**config.mk**
```make
export PLATFORM = sky130hd
export DESIGN_NAME = biriscv_divider_iter
export DESIGN_NICKNAME = d
export VERILOG_FILES = /design/src/rtl/biriscv_divider_iter.sv
export SDC_FILE = /design/constraint.sdc
export NUM_CORES = 1
export LEC_CHECK = 0
export ABC_CLOCK_PERIOD_IN_PS = 7000
export CAP_MARGIN = 20
export CORE_MARGIN = 10
export CORE_UTILIZATION = 40
export DETAILED_ROUTE_END_ITERATION = 10
export GPL_ROUTABILITY_DRIVEN = 0
export SLEW_MARGIN = 20
export SYNTH_ARGS = -nofsm -noshare
export SYNTH_HDL_FRONTEND = slang
export SYNTH_SLANG_ARGS = --single-unit
```
**constraint.sdc**
```tcl
create_clock -name clk_i -period 7 [get_ports clk_i]
set_clock_uncertainty 0.2 [all_clocks]
set_input_delay 1.4 -clock clk_i [delete_from_list [all_inputs] [get_ports clk_i]]
set_output_delay 1.4 -clock clk_i [all_outputs]
set_load 0.02 [all_outputs]
```
**src/rtl/biriscv_divider_iter.sv**
```systemverilog
// Iterative radix-2 restoring divider for RV32M DIV/DIVU/REM/REMU.
// Produces one quotient bit per clock and holds the last result until the next completion.
module biriscv_divider_iter #(
    parameter bit DIV_ZERO_FAST = 1'b1
) (
    input  logic        clk_i,
    input  logic        rst_ni,
    input  logic        start_i,
    input  logic [31:0] opcode_i,
    input  logic [31:0] operand_ra_i,
    input  logic [31:0] operand_rb_i,
    input  logic        flush_i,
    output logic        busy_o,
    output logic        complete_o,
    output logic [31:0] result_o
);

    typedef enum logic [1:0] {
        ST_IDLE = 2'd0,
        ST_BUSY = 2'd1,
        ST_DONE = 2'd2
    } state_t;

    state_t      state_q, state_d;
    logic [31:0] dividend_q, dividend_d;
    logic [31:0] divisor_q, divisor_d;
    logic [31:0] quotient_q, quotient_d;
    logic [31:0] remainder_q, remainder_d;
    logic [4:0]  count_q, count_d;
    logic        neg_quot_q, neg_quot_d;
    logic        neg_rem_q, neg_rem_d;
    logic        is_rem_q, is_rem_d;
    logic [31:0] result_q, result_d;

    logic        is_div_op;
    logic        is_signed_op;
    logic        is_rem_op;
    logic [32:0] shifted;
    logic [32:0] diff;
    logic        step_ge;
    logic [31:0] rem_step;
    logic [31:0] quot_step;
    logic        unused_bits;

    function automatic logic [31:0] cond_neg(input logic [31:0] v, input logic neg);
        return neg ? (~v + 32'd1) : v;
    endfunction

    assign is_div_op    = (opcode_i[6:0] == 7'b0110011) && (opcode_i[31:25] == 7'b0000001) && opcode_i[14];
    assign is_signed_op = ~opcode_i[12];
    assign is_rem_op    = opcode_i[13];
    assign unused_bits  = ^{opcode_i[24:15], opcode_i[11:7], diff[32]};

    // One restoring step: the running remainder never exceeds the divisor, so the
    // difference always fits back into 32 bits when the trial subtract succeeds.
    assign shifted   = {remainder_q, dividend_q[31]};
    assign step_ge   = (shifted >= {1'b0, divisor_q});
    assign diff      = shifted - {1'b0, divisor_q};
    assign rem_step  = step_ge ? diff[31:0] : shifted[31:0];
    assign quot_step = {quotient_q[30:0], step_ge};

    always_comb begin
        state_d     = state_q;
        dividend_d  = dividend_q;
        divisor_d   = divisor_q;
        quotient_d  = quotient_q;
        remainder_d = remainder_q;
        count_d     = count_q;
        neg_quot_d  = neg_quot_q;
        neg_rem_d   = neg_rem_q;
        is_rem_d    = is_rem_q;
        result_d    = result_q;

        case (state_q)
            ST_IDLE: begin
                if (start_i && is_div_op && !flush_i) begin
                    dividend_d  = cond_neg(operand_ra_i, is_signed_op & operand_ra_i[31]);
                    divisor_d   = cond_neg(operand_rb_i, is_signed_op & operand_rb_i[31]);
                    quotient_d  = 32'd0;
                    remainder_d = 32'd0;
                    count_d     = 5'd31;
                    neg_quot_d  = is_signed_op & (operand_ra_i[31] ^ operand_rb_i[31])
                                  & (operand_rb_i != 32'd0);
                    neg_rem_d   = is_signed_op & operand_ra_i[31];
                    is_rem_d    = is_rem_op;
                    if (DIV_ZERO_FAST && (operand_rb_i == 32'd0)) begin
                        state_d  = ST_DONE;
                        result_d = is_rem_op ? operand_ra_i : 32'hFFFF_FFFF;
                    end else begin
                        state_d = ST_BUSY;
                    end
                end
            end
            ST_BUSY: begin
                dividend_d  = {dividend_q[30:0], 1'b0};
                quotient_d  = quot_step;
                remainder_d = rem_step;
                count_d     = count_q - 5'd1;
                if (count_q == 5'd0) begin
                    state_d  = ST_DONE;
                    result_d = is_rem_q ? cond_neg(rem_step, neg_rem_q)
                                        : cond_neg(quot_step, neg_quot_q);
                end
            end
            ST_DONE: begin
                state_d = ST_IDLE;
            end
            default: begin
                state_d = ST_IDLE;
            end
        endcase

        // Abort wins over everything, including a start or a final step on this edge.
        if (flush_i) begin
            state_d  = ST_IDLE;
            result_d = result_q;
        end
    end

    always_ff @(posedge clk_i or negedge rst_ni) begin
        if (!rst_ni) begin
            state_q     <= ST_IDLE;
            dividend_q  <= 32'd0;
            divisor_q   <= 32'd0;
            quotient_q  <= 32'd0;
            remainder_q <= 32'd0;
            count_q     <= 5'd0;
            neg_quot_q  <= 1'b0;
            neg_rem_q   <= 1'b0;
            is_rem_q    <= 1'b0;
            result_q    <= 32'd0;
        end else begin
            state_q     <= state_d;
            dividend_q  <= dividend_d;
            divisor_q   <= divisor_d;
            quotient_q  <= quotient_d;
            remainder_q <= remainder_d;
            count_q     <= count_d;
            neg_quot_q  <= neg_quot_d;
            neg_rem_q   <= neg_rem_d;
            is_rem_q    <= is_rem_d;
            result_q    <= result_d;
        end
    end

    assign busy_o     = (state_q == ST_BUSY);
    assign complete_o = (state_q == ST_DONE);
    assign result_o   = result_q;

endmodule

```
==> impl_metrics.ini, run 1 <==
[die]
die-width_um = 198.7
rows = 65
coreArea_um2 = 31560
start_util_pct = 40.48
io_pins = 134
dieArea_um2 = 39490
die_y_um = 198.7

[synthesis]
async_reset_ff_share_pct = 100.0
synth_fp_nets = 1744
synthesis.area_um2 = 12770
ys_ff_latch = 169
ys_types = 92
synth-edff-count = 0
syn_area_per_cell_um2 = 7.959
syn_inst = 1605
synth.most_common_cell = o21ai_0
ys_warn_count = 0
synth_flop_cell = dfrtp_1
yosys.area.top_type_share_pct = 33.10
synth_top_area_cell = dfrtp_1
synthTopCellsByCount = o21ai_0 (226), nand2_1 (208), dfrtp_1 (169)
synth.area.top_cells = dfrtp_1 (33%), o21ai_0 (8.9%), nand2_1 (6.1%)
yosysSeqAreaShare_pct = 33.10

[worst_setup_path]
required_ns = 7.12
crit_fanout = 37
crit_type = flip-flop to flip-flop
setup.worst_path.end_class = flip-flop
crit_arrival_ns = 6.02
cp-start-kind = flip-flop

[outcome]
status = finished clean

[sta]
finalHoldViolations = 0
rsz0062_at_grt = false
fmax_ghz = 0.1695
setup_ws_ns = 1.102
worstMarginPinSlew_ns = 1.042
setup_viol = 0
finalCriticalPeriod_ns = 5.898
relSlewSlack_pct = 29.90
fin_tns_setup_ns = 0
slew_viol_final = 0
period_share_pct = 84.26

[power]
power_density_nw_per_um2 = 142.2
peakVddDrop_uv = 183.4
p_leak_nw = 5.823

[global_route]
grt_max_degree = 107
antenna_found_initial = 1
grt_first_pass_wirelength_mm = 65.83
track_usage_pct = 20.96
grt_overflow = 0
grt_pass1_vias = 11800

[route]
wl_met3_mm = 2.532
wl_per_cell_um = 19.92
drtAntennaViolNets = 0
wl_met1_mm = 18.80
vias = 12190
wl_mm = 41.33
drt_iter0_drc = 1035
drt_first_pass_iters = 5
vias_per_cell = 5.876
drcViolationCount = 0
routed.top_layer = met4
routed-wl-met2_mm = 19.18

[layout]
drive_above_1_share_pct = 5.678
syn_to_final_growth_pct = 15.62
multi_input_area_um2 = 7945
post-route-util_pct = 46.81
nets = 1799
fill_cells = 3152
ff_latch_area_um2 = 4229
antennaDiodeCount = 0

[hold_path]
hold_class = flip-flop to flip-flop

[place]
dp_slack_ns = 1.057
portBuffers = 118
dp_hpwl_mm = 30.86

[clock_tree]
postCtsSetupRepairBufs = 0
ctsHtreeMaxLevel = 4
cts-buffers-inserted = 17
cts_resized = 0
cts_root_buf = clkbuf_16
clk_latency_ns = 0.45
clk_pin_slew_worst_paths_ns = 0.08
cts_hold_buf = 0
clockBufferDepth = 2
cts_sinks = 169
cts_tree = built

[flow_run]
maxCapViolCount = 0
[worst max-delay path, cell delays in order (launching register included)]
cell      delay [ns]
dfrtp_1         0.48
ha_1            0.41
o211ai_1        0.26
a21oi_1         0.14
o21ai_1         0.52
a31oi_2         0.18
or2_2           0.42
inv_2           0.54
ha_1            0.28
nand2b_1        0.11
or2_2           0.33
or3_1           0.43
o21a_1          0.29
a21oi_1         0.17
xor2_1          0.16
nor2_1          0.05
a221o_1         0.27
a211oi_1        0.38
a21oi_1         0.13
[state kept, by name, indices dropped and copies added, names as in the netlist]
| name | cells |
|---|---|
| count_q | 5 |
| divisor_q | 32 |
| dividend_q | 32 |
| quotient_q | 31 |
| neg_rem_q | 1 |
| remainder_q | 32 |
| state_q | 2 |
| is_rem_q | 1 |
| neg_quot_q | 1 |
| result_o | 32 |
[power by group]
group / leakage [nW] / internal [mW] / switching (mW)
clock network: 0.279 / 0.476 / 0.476
registers: 1.96 / 0.976 / 0.000898
logic: 3.58 / 0.0781 / 0.0941
total: 5.82 / 1.53 / 0.571
[layout make-up]
| cell class | instances | area share [%] |
|---|---|---|
| clock inverter | 15 | 1.050 |
| sequential | 169 | 28.63 |
| inverter | 56 | 1.423 |
| multi-input combinational | 1282 | 53.79 |
| clock buffer | 17 | 2.880 |
| tap | 402 | 3.405 |
| timing repair buffer | 134 | 8.818 |
[path summary, 6_finish.rpt]
check,start,endpoint,slack [ns],cells past startpoint
max in group asynchronous,rst_ni,divisor_q[9]$_DFFE_PN0P_,4.63,2
worst min register to register,count_q[4]$_DFFE_PN0P_,count_q[4]$_DFFE_PN0P_,0.28,1
worst max-delay path,remainder_q[1]$_DFFE_PN0P_,result_o[26]$_DFFE_PN0P_,1.10,18
min in group asynchronous,rst_ni,dividend_q[12]$_DFFE_PN0P_,0.74,1
worst max register to register,remainder_q[1]$_DFFE_PN0P_,result_o[26]$_DFFE_PN0P_,1.10,18
worst min-delay path,count_q[4]$_DFFE_PN0P_,count_q[4]$_DFFE_PN0P_,0.28,1
[kinds of logic after synthesis]
family	count (synthesis)	share of synthesized area, %
AO/OA/AOI/OAI	521	25.46
buffers and inverters	154	4.927
AND/OR/NAND/NOR	566	21.68
XOR/XNOR	131	8.981
adder cells (fa/ha/maj)	39	3.879
multiplexers	25	1.969
flip-flops	169	33.10
[metal layers]
metal | GRT usage (%) | up-vias
li1 | - | 5892
met1 | 28.58 | 5891
met2 | 33.56 | 362
met3 | 3.312 | 47
met4 | 5.821 | 0
met5 | 0 | -
[cell usage in the layout (no fill, tap or decap), types with 8 or more instances in the layout]
master	count
o21ai_0	226
nand2_1	207
dfrtp_1	169
clkdlybuf4s50_1	117
nor2_1	113
a21oi_1	101
xnor2_1	78
inv_1	54
xor2_1	53
nand3_1	47
ha_1	38
or3_1	36
nor3_1	30
a22oi_1	27
mux2i_1	24
o31ai_1	22
a211oi_1	19
nor4_1	18
clkbuf_16	17
a31oi_1	16
buf_4	16
or4_1	14
a21o_1	12
o211ai_1	12
nand2b_1	12
nand4_1	11
nand3b_1	11
and3_1	10
or2_2	9
and2_1	8
[metrics by stage]
stage	cell area, um^2	power, mW	cells	hold WS [ns]
global route	14770	2.169	2075	0.3156
detailed placement	14180	1.169	2043	0.2747
finish	14770	2.101	2075	0.2833
CTS	14760	2.114	2075	0.2906
floorplan	12770	1.061	1605	0.2456
global placement	14180	1.167	2043	0.2605
Note: power is estimated with default switching activity, not from simulation.
==> run 2, diff against run 1 <==
--- a/config.mk
+++ b/config.mk
@@ -5,7 +5,7 @@
 export SDC_FILE = /design/constraint.sdc
 export NUM_CORES = 1
 export LEC_CHECK = 0
-export ABC_CLOCK_PERIOD_IN_PS = 7000
+export ABC_CLOCK_PERIOD_IN_PS = 5800
 export CAP_MARGIN = 20
 export CORE_MARGIN = 10
 export CORE_UTILIZATION = 40
==> constraint.sdc (replaced) <==
create_clock -name clk_i -period 5.8 [get_ports clk_i]
set_clock_uncertainty 0.2 [all_clocks]
set_input_delay 1.16 -clock clk_i [delete_from_list [all_inputs] [get_ports clk_i]]
set_output_delay 1.16 -clock clk_i [all_outputs]
set_load 0.02 [all_outputs]
==> run 2 against run 1 <==
  * First-iteration DRC count up 1.5%
  * Combinational power up 21%
  * Critical path depth down 2
  * Final area up 0.88%
  * Register-to-register slack worse by 0.62 ns
  * Sequential power up 21%
  * Non-clock buffer count up 13
  * Wire length up 1.4%
  * Clock power up 28%
  * Largest cell class unchanged
==> impl_metrics.ini, run 2 (same netlist as run 1, synthesis figures left out) <==
[route]
drtAntennaViolNets = 0
vias_per_cell = 5.869
drt_first_pass_iters = 5
drcViolationCount = 0
wl_mm = 41.92
drt_iter0_drc = 1051
wl_per_cell_um = 20.08
vias = 12260

[layout]
post-route-util_pct = 47.22
antennaDiodeCount = 0
final_cell_mix = o21ai_0 (226), nand2_1 (207), dfrtp_1 (169)
fill_cells = 3153
drive_above_1_share_pct = 6.406
nets = 1812
syn_to_final_growth_pct = 16.64
final_common_cell = o21ai_0

[clock_tree]
ctsHtreeMaxLevel = 4
cts-buffers-inserted = 17
postCtsSetupRepairBufs = 0
cts_hold_buf = 0
cts_root_buf = clkbuf_16
cts_resized = 0
cts_sinks = 169
clk_pin_slew_worst_paths_ns = 0.08
clk_latency_ns = 0.46
cts_tree = built
clockBufferDepth = 2

[global_route]
track_usage_pct = 21.17
antenna_found_initial = 0
grt_max_degree = 107
grt_first_pass_wirelength_mm = 66.36
grt_overflow = 0
grt_pass1_vias = 11920

[die]
coreArea_um2 = 31560
start_util_pct = 40.48
rows = 65
die_y_um = 198.7
dieArea_um2 = 39490
die-width_um = 198.7
io_pins = 134

[sta]
worstMarginPinSlew_ns = 1.008
setup_viol = 0
fin_tns_setup_ns = 0
finalCriticalPeriod_ns = 5.317
period_share_pct = 91.68
finalHoldViolations = 0
slew_viol_final = 0
fmax_ghz = 0.1881
relSlewSlack_pct = 32.65
rsz0062_at_grt = false
setup_ws_ns = 0.4827

[place]
dp_hpwl_mm = 31.45
portBuffers = 118
dp_slack_ns = 0.1375

[worst_setup_path]
setup.worst_path.end_class = flip-flop
cp-start-kind = flip-flop
crit_arrival_ns = 5.44
crit_type = flip-flop to flip-flop
required_ns = 5.92
crit_fanout = 12

[hold_path]
hold_class = flip-flop to flip-flop

[power]
power_density_nw_per_um2 = 174.9
peakVddDrop_uv = 218.0
p_leak_nw = 5.909

[flow_run]
maxCapViolCount = 0

[outcome]
status = finished clean
-- run 2: cell count changes in the layout (fill, tap and decap cells not counted), sizes merged --
cell	delta
buf	+12
bufinv	+1
clkbuf	+2
clkinvlp	-2
-- run 2: power by group --
group	leakage [nW]	internal, mW	total, mW	switching [mW]
logic	3.65	0.0939	0.208	0.114
clock network	0.302	0.633	1.22	0.586
registers	1.96	1.18	1.18	0.00110
-- run 2: final cells by class --
type                            instances  area (um^2)  share of cell area, %
Multi-Input combinational cell       1282         7945                  53.32
Clock buffer                           18        439.2                  2.947
Clock inverter                         14        176.4                  1.184
Sequential cell                       169         4229                  28.38
Tap cell                              402        503.0                  3.376
Timing Repair Buffer                  147         1398                  9.379
Inverter                               56        210.2                  1.411
-- run 2: path summary, 6_finish.rpt --
path	startpoint	endpoint	slack, ns	depth (start not counted)
setup / recovery	remainder_q[25]$_DFFE_PN0P_	result_o[26]$_DFFE_PN0P_	0.48	16
hold / removal	count_q[4]$_DFFE_PN0P_	count_q[4]$_DFFE_PN0P_	0.27	1
setup reg to reg	remainder_q[25]$_DFFE_PN0P_	result_o[26]$_DFFE_PN0P_	0.48	16
hold reg to reg	count_q[4]$_DFFE_PN0P_	count_q[4]$_DFFE_PN0P_	0.27	1
max in group asynchronous	rst_ni	divisor_q[11]$_DFFE_PN0P_	3.66	2
min in group asynchronous	rst_ni	dividend_q[8]$_DFFE_PN0P_	0.48	1
-- run 2: metal layers --
layer / global-route usage (%) / up-vias / routed length (um)
met5: 0 / - / 0
met4: 7.403 / 0 / 1120
met3: 4.461 / 69 / 2719
met2: 33.26 / 350 / 19180
met1: 28.17 / 5923 / 18890
li1: - / 5913 / -
-- run 2: metrics by stage --
step / hold slack (ns) / total power [mW] / cells / area [um^2]
after CTS: 0.2786 / 2.620 / 2087 / 14890
after global routing: 0.3137 / 2.684 / 2088 / 14900
final: 0.2737 / 2.606 / 2088 / 14900
after floorplan: 0.2456 / 1.280 / 1605 / 12770
after detailed placement: 0.2685 / 1.409 / 2055 / 14270
after global placement: 0.2608 / 1.409 / 2055 / 14270
-- run 2: critical path, cell delays in order, from the launching register on --
cell and delay [ns]:
dfrtp_1 0.45, ha_1 0.46, a211oi_2 0.29, o21bai_2 0.17, a2111oi_4 0.43, o311ai_4 0.17
or2_2 0.47, inv_2 0.16, mux2i_1 0.32, ha_1 0.31, and2_1 0.15, a41oi_1 0.18
nor3_1 0.41, nand3_1 0.21, a221o_1 0.33, a211oi_1 0.32, a21oi_1 0.14
